==> src/rtl/aibnd_dcc_pkg.sv <==
// Shared types and helpers for the aibnd DCC clock-mux select sequencer.
package aibnd_dcc_pkg;

  // Widest mux supported; onehot_of() returns a vector of this width.
  localparam int MAX_SEL = 16;

  // Sequencer phases: gate output, switch select, settle, then ungate.
  typedef enum logic [2:0] {
    IDLE   = 3'd0,
    GATE   = 3'd1,
    SWITCH = 3'd2,
    SETTLE = 3'd3,
    UNGATE = 3'd4
  } seq_state_t;

  // One-hot decode of a select index; callers cast down to their mux width.
  function automatic logic [MAX_SEL-1:0] onehot_of(input logic [3:0] idx);
    logic [MAX_SEL-1:0] one;
    one       = {{(MAX_SEL-1){1'b0}}, 1'b1};
    onehot_of = one << idx;
  endfunction

endpackage

==> src/rtl/aibnd_dcc_seq_cnt.sv <==
// Loadable up-counter with terminal-count compare, shared by the GATE and
// SETTLE phases of the select sequencer.
module aibnd_dcc_seq_cnt
  import aibnd_dcc_pkg::*;
#(
  parameter int CNT_W = 3
) (
  input  logic             clk,
  input  logic             rst,
  input  logic             i_clr,
  input  logic             i_en,
  input  logic [CNT_W-1:0] i_tc_val,
  output logic [CNT_W-1:0] o_cnt,
  output logic             o_tc
);

  logic [CNT_W-1:0] r_cnt;

  // Count register: clear has priority over increment.
  always_ff @(posedge clk or posedge rst) begin
    if (rst) begin
      r_cnt <= {CNT_W{1'b0}};
    end else if (i_clr) begin
      r_cnt <= {CNT_W{1'b0}};
    end else if (i_en) begin
      r_cnt <= r_cnt + {{(CNT_W-1){1'b0}}, 1'b1};
    end else begin
      r_cnt <= r_cnt;
    end
  end

  assign o_cnt = r_cnt;
  assign o_tc  = (r_cnt == i_tc_val);

endmodule

==> src/rtl/aibnd_dcc_mux_seq.sv <==
// Glitch-safe select sequencer for an N-way DCC clock mux: on a select change
// it gates the mux output, switches the one-hot select, waits for the mux to
// settle and then ungates. All outputs are registered.
module aibnd_dcc_mux_seq
  import aibnd_dcc_pkg::*;
#(
  parameter int NUM_SEL    = 4,
  parameter int SEL_W      = $clog2(NUM_SEL),
  parameter int GATE_CYC   = 2,
  parameter int SETTLE_CYC = 4,
  parameter int RST_SEL    = 0
) (
  input  logic               clk,
  input  logic               rst,
  input  logic               req_valid,
  input  logic [SEL_W-1:0]   req_sel,
  output logic               req_ready,
  output logic [NUM_SEL-1:0] sel_onehot,
  output logic [SEL_W-1:0]   sel_cur,
  output logic               clk_gate_en,
  output logic               done,
  output logic               err_range
);

  localparam int CNT_MAX = (GATE_CYC > SETTLE_CYC) ? GATE_CYC : SETTLE_CYC;
  localparam int CNT_W   = $clog2(CNT_MAX + 1);
  localparam logic [SEL_W-1:0]   RST_IDX = SEL_W'(RST_SEL);
  localparam logic [NUM_SEL-1:0] RST_OH  = NUM_SEL'(onehot_of(4'(RST_SEL)));

  seq_state_t         r_state;
  seq_state_t         w_next;
  logic [SEL_W-1:0]   r_pend;
  logic [SEL_W-1:0]   r_sel;
  logic [NUM_SEL-1:0] r_oh;
  logic               r_gate;
  logic               r_ready;
  logic               r_done;
  logic               r_err;
  logic               r_boot;

  logic               w_accept;
  logic               w_range_ok;
  logic               w_same;
  logic               w_start;
  logic               w_gate_next;
  logic               w_cnt_clr;
  logic               w_cnt_en;
  logic               w_cnt_tc;
  logic [CNT_W-1:0]   w_cnt;
  logic [CNT_W-1:0]   w_tc_val;

  assign w_accept   = req_valid & r_ready & (r_state == IDLE);
  assign w_range_ok = (32'(req_sel) < 32'(NUM_SEL));
  assign w_same     = (req_sel == r_sel);
  assign w_start    = w_accept & w_range_ok & ~w_same;
  assign w_cnt_clr  = w_start | (r_state == SWITCH);
  assign w_cnt_en   = ((r_state == GATE) | (r_state == SETTLE)) & ~w_cnt_tc;

  // Terminal count depends on which timed phase the shared counter serves.
  always_comb begin
    w_tc_val = CNT_W'(SETTLE_CYC - 1);
    if (r_state == GATE) begin
      w_tc_val = CNT_W'(GATE_CYC - 1);
    end else begin
      w_tc_val = CNT_W'(SETTLE_CYC - 1);
    end
  end

  aibnd_dcc_seq_cnt #(
    .CNT_W(CNT_W)
  ) u_cnt (
    .clk     (clk),
    .rst     (rst),
    .i_clr   (w_cnt_clr),
    .i_en    (w_cnt_en),
    .i_tc_val(w_tc_val),
    .o_cnt   (w_cnt),
    .o_tc    (w_cnt_tc)
  );

  // Next-state logic and next value of the gate enable.
  always_comb begin
    w_next      = r_state;
    w_gate_next = r_gate;
    case (r_state)
      IDLE: begin
        if (w_start) begin
          w_next = GATE;
        end else begin
          w_next = IDLE;
        end
      end
      GATE: begin
        w_gate_next = 1'b0;
        if (w_cnt_tc) begin
          w_next = SWITCH;
        end else begin
          w_next = GATE;
        end
      end
      SWITCH: begin
        w_gate_next = 1'b0;
        w_next      = SETTLE;
      end
      SETTLE: begin
        w_gate_next = 1'b0;
        if (w_cnt_tc) begin
          w_next = UNGATE;
        end else begin
          w_next = SETTLE;
        end
      end
      UNGATE: begin
        w_gate_next = 1'b1;
        w_next      = IDLE;
      end
      default: begin
        w_gate_next = 1'b0;
        w_next      = IDLE;
      end
    endcase
  end

  // State register and handshake/status outputs; the reset pass ends in
  // SETTLE->UNGATE, and r_boot keeps that pass from raising done.
  always_ff @(posedge clk or posedge rst) begin
    if (rst) begin
      r_state <= SETTLE;
      r_gate  <= 1'b0;
      r_ready <= 1'b0;
      r_done  <= 1'b0;
      r_err   <= 1'b0;
      r_boot  <= 1'b0;
    end else begin
      r_state <= w_next;
      r_gate  <= w_gate_next;
      r_ready <= (w_next == IDLE);
      r_done  <= ((r_state == UNGATE) & r_boot) | (w_accept & w_range_ok & w_same);
      r_err   <= w_accept & ~w_range_ok;
      r_boot  <= r_boot | (r_state == UNGATE);
    end
  end

  // Select path: capture the request on accept, apply it only in SWITCH
  // while the mux output is gated.
  always_ff @(posedge clk or posedge rst) begin
    if (rst) begin
      r_pend <= RST_IDX;
      r_sel  <= RST_IDX;
      r_oh   <= RST_OH;
    end else begin
      if (w_start) begin
        r_pend <= req_sel;
      end else begin
        r_pend <= r_pend;
      end
      if (r_state == SWITCH) begin
        r_sel <= r_pend;
        r_oh  <= NUM_SEL'(onehot_of(4'(r_pend)));
      end else begin
        r_sel <= r_sel;
        r_oh  <= r_oh;
      end
    end
  end

  assign req_ready   = r_ready;
  assign sel_onehot  = r_oh;
  assign sel_cur     = r_sel;
  assign clk_gate_en = r_gate;
  assign done        = r_done;
  assign err_range   = r_err;

endmodule

==> config.mk <==
export PLATFORM = sky130hd
export DESIGN_NAME = aibnd_dcc_mux_seq
export DESIGN_NICKNAME = d
export VERILOG_FILES = /design/src/rtl/aibnd_dcc_pkg.sv /design/src/rtl/aibnd_dcc_seq_cnt.sv /design/src/rtl/aibnd_dcc_mux_seq.sv
export SDC_FILE = /design/constraint.sdc
export NUM_CORES = 1
export LEC_CHECK = 0
export ABC_AREA = 1
export CORE_MARGIN = 4
export CORE_UTILIZATION = 50
export DETAILED_ROUTE_END_ITERATION = 12
export PLACE_DENSITY = 0.79
export SYNTH_ARGS = -nofsm -noshare
export SYNTH_HDL_FRONTEND = slang
export SYNTH_HIERARCHICAL = 1
export SYNTH_SLANG_ARGS = --single-unit
==> constraint.sdc <==
create_clock -name clk -period 2.1 [get_ports clk]
set_clock_uncertainty 0.1 [all_clocks]
set_input_delay 0.21 -clock clk [delete_from_list [all_inputs] [get_ports clk]]
set_output_delay 0.21 -clock clk [all_outputs]
set_load 0.02 [all_outputs]
==> flow_summary.json, run 1 <==
{
  "outcome": "complete, no violations",
  "ys_seq_area_share_pct": 52.8,
  "clk_latency_ns": 0.28,
  "io_pins": 15,
  "fin_crit_ns": 1.74,
  "diodes": 0,
  "relSlewSlack_pct": 63.7,
  "timing.fmax_mhz": 574,
  "vias": 637,
  "hold_class": "in -> async",
  "peakVddDrop_uv": 754,
  "numClockSinks": 18,
  "fillerInstances": 123,
  "cp_num_buf_inv": 1,
  "hpwl_microns": 1100,
  "grt_pass1_wl_microns": 2600,
  "power_density_nw_per_um2": 1360,
  "vias_per_cell": 4.79,
  "cts_buffers": 3,
  "rows": 14,
  "path_cells": "nand3_1 > xnor2_1 > nand2_1 > nor2_1 > nand3b_1 > inv_1 > xnor2_1 > nor2_1",
  "first_pass_iters": 4,
  "holdWs_ns": 0.00483,
  "synth-seq-cells": 18,
  "path_clk_slew_ns": 0.10,
  "start_util_pct": 55.2,
  "stdcell_count": 133,
  "cts_tree": "built",
  "wirelength_microns": 1380,
  "ctsResizeCount": 0,
  "ctsHoldBuffers": 0,
  "syn_avg_cell_area_sq_um": 8.70,
  "cp.depth": 8,
  "ant_nets": 0,
  "synth_cell_types": 24,
  "grt_overflow": 0,
  "antenna_found_initial": 0,
  "io_buffer_count": 13,
  "area_growth_pct": 21.7,
  "r2r_cells": 8,
  "finalNetCount": 124,
  "grt_usage_pct": 13.7,
  "fin_util_pct": 67.2,
  "critPathKind": "reg -> reg",
  "cp-end-kind": "flip-flop",
  "grt_max_degree": 16,
  "slowest_stage": "dfstp_2",
  "crit_required_ns": 2.18,
  "die_area_sq_um": 2450,
  "grt_pass1_vias": 652,
  "drt-initial-drc-count": 9,
  "tightest_slew_ns": 0.544,
  "clockBufferDepth": 2,
  "drive_gt1_share_pct": 17.1,
  "worstPathArrival_ns": 1.82,
  "fp.dieH_microns": 49.5,
  "cts_setup_buffers": 0,
  "startpoint_type": "flip-flop",
  "finalSetupTns_ns": 0,
  "die_x_microns": 49.5,
  "fin_crit_sh_pct": 82.9,
  "rsz0062_at_grt": "false",
  "slowest_delay_ns": 0.60,
  "hold_violations": 0,
  "htreeDepth": 1,
  "ctsRootBufferMaster": "clkbuf_4",
  "place_congestion": 0.800,
  "path_delay_family": "flip-flops",
  "drv_cap": 0,
  "dp_cells": 129,
  "synth_area_sq_um": 861,
  "crit_fanout": 6,
  "drcViolationCount": 0,
  "setup_viol": 0,
  "power.static_leakage_nw": 0.523,
  "coreArea_sq_um": 1560,
  "synth_cells": 99,
  "yosys_warnings": 6,
  "routedWlPerCell_microns": 10.4,
  "finalMaxSlewViolations": 0
}
power breakdown:
group,leakage (nW),internal [mW],switching [mW]
Clock,0.0210,0.105,0.0964
Sequential,0.230,0.491,0.113
Combinational,0.272,0.264,0.351
registers in the layout, summed over array words and instances, names as in the netlist:
name	cells
clk_gate_en	1
u_cnt/o_cnt	3
r_boot	1
req_ready	1
sel_cur	2
sel_onehot	4
r_state	3
r_pend	2
done	1
stage by stage:
step	worst slack [ns]	instance area [sq um]	total power [mW]
finish	0.358	1050	1.42
global route	0.158	1050	1.56
CTS	0.341	1050	1.44
detailed placement	0.356	1010	1.23
global placement	0.443	1010	1.21
floorplan	0.484	868	1.05
final timing paths:
| path | start | end | slack, ns |
|---|---|---|---|
| max in group asynchronous | rst | r_state[1]$_DFF_PP1_ | 1.33 |
| worst min-delay path | rst | u_cnt/o_cnt[0]$_DFFE_PP0P_ | 0.005 |
| worst max register to register | r_state[0]$_DFF_PP1_ | u_cnt/o_cnt[0]$_DFFE_PP0P_ | 0.36 |
| min in group clk | r_boot$_DFF_PP0_ | r_boot$_DFF_PP0_ | 0.35 |
| worst min register to register | r_boot$_DFF_PP0_ | r_boot$_DFF_PP0_ | 0.35 |
| worst max-delay path | r_state[0]$_DFF_PP1_ | u_cnt/o_cnt[0]$_DFFE_PP0P_ | 0.36 |
placed cells by master, fill, tap and decap left out:
master | netlist | layout
nor2_4 | 1 | 1
nand2_1 | 23 | 23
nor2_1 | 6 | 6
nand3b_1 | 1 | 1
xnor2_1 | 2 | 2
nand2_4 | 2 | 2
dfrtp_1 | 15 | 15
o31ai_1 | 1 | 1
clkdlybuf4s50_1 | 0 | 13
nand3_2 | 1 | 1
inv_4 | 1 | 1
o21ai_0 | 5 | 5
clkbuf_8 | 0 | 1
nor2_2 | 3 | 3
nand2_2 | 2 | 2
clkbuf_4 | 0 | 3
inv_2 | 3 | 3
a21oi_1 | 3 | 3
inv_1 | 12 | 12
xor2_1 | 1 | 1
and2_1 | 1 | 1
conb_1 | 2 | 4
dfstp_2 | 3 | 3
ha_1 | 1 | 1
o21ai_1 | 4 | 4
nand3_1 | 5 | 5
synthesized netlist by cell type:
library cell  count  area [sq um]
nor2_4            1          11.3
o31ai_1           1          7.51
a21oi_1           3          15.0
o21ai_0           5          25.0
nand3_2           1          10.0
nand3b_1          1          7.51
ha_1              1          12.5
nor2_1            6          22.5
o21ai_1           4          20.0
nand2_2           2          12.5
xnor2_1           2          17.5
buf_4             1          7.51
nand2_4           2          22.5
inv_1            12          45.0
nand3_1           5          25.0
inv_4             1          6.26
dfrtp_1          15           375
nor2_2            3          18.8
and2_1            1          6.26
inv_2             3          11.3
nand2_1          23          86.3
xor2_1            1          8.76
conb_1            2          7.51
dfstp_2           3          78.8
layer usage:
layer	vias up	track usage (%)	wire length (microns)
met3	2	2.71	37
met4	0	6.91	18
met2	9	23.7	683
met1	291	16.0	644
li1	335	-	-
met5	-	0	0
cell families after synthesis:
group                    synth area share (%)
AO/OA/AOI/OAI                            7.85
other                                   0.872
flip-flops                               52.8
XOR/XNOR                                 3.05
AND/OR/NAND/NOR                          25.9
adder cells (fa/ha/maj)                  1.45
buffers and inverters                    8.14
area by class of cell:
| class | count | area, sq um | area share (%) |
|---|---|---|---|
| multi-input combinational | 66 | 344 | 32.9 |
| sequential | 18 | 454 | 43.4 |
| inverter | 16 | 62.6 | 5.97 |
| tap | 16 | 20.0 | 1.91 |
| timing repair buffer | 13 | 130 | 12.4 |
| clock buffer | 4 | 36.3 | 3.46 |
(Power assumes the default switching activity.)
==> run 2, diff against run 1 <==
Settings changed: CORE_UTILIZATION 50 to 45, PLACE_DENSITY 0.79 to 0.75.
Clock period 2.1 ns to 1.5 ns, I/O delays scaled along.
==> flow_summary.json, run 2 (synthesis gave the netlist of run 1 again) <==
{
  "power_density_nw_per_um2": 1910,
  "fin_crit_ns": 1.60,
  "cp-end-kind": "flip-flop",
  "drive_gt1_share_pct": 26.2,
  "hold_violations": 0,
  "rsz0062_at_grt": "true",
  "largest_reg_flops": 4,
  "io_pins": 15,
  "slowest_stage": "dfstp_2",
  "path_clk_slew_ns": 0.10,
  "hpwl_microns": 1260,
  "drv_cap": 0,
  "fin_util_pct": 65.0,
  "final_common_cell": "nand2_1",
  "fillerInstances": 152,
  "cts_buffers": 3,
  "timing.fmax_mhz": 626,
  "io_buffer_count": 13,
  "violations": "negative setup slack",
  "crit_fanout": 5,
  "die_area_sq_um": 2680,
  "grt_max_degree": 16,
  "grt_usage_pct": 14.8,
  "routedWlPerCell_microns": 10.6,
  "wirelength_microns": 1600,
  "clockBufferDepth": 2,
  "start_util_pct": 48.8,
  "path_delay_family": "flip-flops",
  "slowest_delay_ns": 0.55,
  "finalMaxSlewViolations": 0,
  "drcViolationCount": 0,
  "numClockSinks": 18,
  "ctsRootBufferMaster": "clkbuf_4",
  "outcome": "complete, but fails checks",
  "coreArea_sq_um": 1760,
  "rows": 15,
  "worstPathArrival_ns": 1.68,
  "grt_pass1_vias": 678,
  "setup_ws_ns": -0.0965,
  "first_pass_iters": 4,
  "peakVddDrop_uv": 1060,
  "ant_nets": 0,
  "clk_latency_ns": 0.28,
  "drt-initial-drc-count": 5,
  "diodes": 0,
  "area_growth_pct": 33.3,
  "power.static_leakage_nw": 0.623,
  "dp_cells": 146,
  "setup_viol": 5,
  "stdcell_count": 151,
  "finalPower_mw": 2.19,
  "antenna_found_initial": 0,
  "cp_num_buf_inv": 1,
  "finalNetCount": 133,
  "grt_pass1_wl_microns": 3000,
  "cts_tree": "built",
  "path_cells": "nand3_2 > xnor2_1 > nand2_1 > nor2_2 > nand3b_1 > inv_2 > a21oi_1 > nor2_1",
  "cts_setup_buffers": 0,
  "crit_required_ns": 1.58,
  "dp_slack_ns": -0.0688,
  "grt_overflow": 0,
  "vias_per_cell": 4.49,
  "holdWs_ns": 0.354,
  "layout_common_cells": "nand2_1 (23), dfrtp_1 (15), inv_1 (11)",
  "hold_class": "in -> reg",
  "fin_crit_sh_pct": 106,
  "critPathKind": "reg -> reg",
  "vias": 678,
  "htreeDepth": 1,
  "fp.dieH_microns": 51.7,
  "die_x_microns": 51.7,
  "startpoint_type": "flip-flop",
  "place_congestion": 0.798
}
[run 2: worst paths after layout]
kind	startpoint	to	slack [ns]	depth (start not counted)
setup reg to reg	r_state[0]$_DFF_PP1_	u_cnt/o_cnt[2]$_DFFE_PP0P_	-0.1	8
hold reg to reg	r_boot$_DFF_PP0_	r_boot$_DFF_PP0_	0.36	2
min in group asynchronous	rst	u_cnt/o_cnt[1]$_DFFE_PP0P_	0.49	3
hold / removal	req_sel[0]	r_pend[0]$_DFFE_PP0P_	0.35	3
max in group asynchronous	rst	r_state[0]$_DFF_PP1_	0.42	4
setup / recovery	r_state[0]$_DFF_PP1_	u_cnt/o_cnt[2]$_DFFE_PP0P_	-0.1	8
[run 2: worst min-delay path: cells and delay by family]
| kind | cells | cell delay [ns] |
|---|---|---|
| buffers and inverters | 2 | 0.49 |
| AOI/OAI and AO/OA | 1 | 0.07 |
[run 2: cell type report]
| type | count | area [sq um] | share of cell area (%) |
|---|---|---|---|
| sequential | 18 | 454 | 39.6 |
| multi-input combinational | 66 | 370 | 32.3 |
| timing repair buffer | 22 | 193 | 16.8 |
| inverter | 16 | 62.6 | 5.45 |
| clock buffer | 4 | 36.3 | 3.16 |
| tap | 25 | 31.3 | 2.73 |
[run 2: metal layers]
metal,up-vias,global-route usage [%],routed length (microns)
met2,13,24.6,788
li1,354,-,-
met1,307,19.4,740
met3,4,2.58,38
met4,0,5.24,27
met5,-,0,0
[run 2: where the power goes]
group          switching [mW]  internal [mW]
clock                   0.144          0.148
combinational           0.605          0.474
sequential              0.135          0.686
total                   0.883           1.31
[run 2: timing repair]
action / in CTS / in global routing
pin swaps: 5 / 2
hold buffers: 1 / 0
setup endpoints to repair: 14 / 8
gates resized for setup: 10 / 2
endpoints found under the hold margin: 3 / 0
[run 2: through the flow]
step	setup TNS [ns]	instance area [sq um]
2_1_floorplan	-0.131	876
4_1_cts	-0.380	1140
3_3_place_gp	-0.00807	1090
3_5_place_dp	-0.250	1090
6_report	-0.297	1150
5_1_grt	-0.999	1150
==> run 3, diff against run 2 <==
Settings changed: ABC_CLOCK_PERIOD_IN_PS set to 1500.
==> results of run 3 <==
Same layout as run 2: the final DEF is identical, and so are final timing and power.
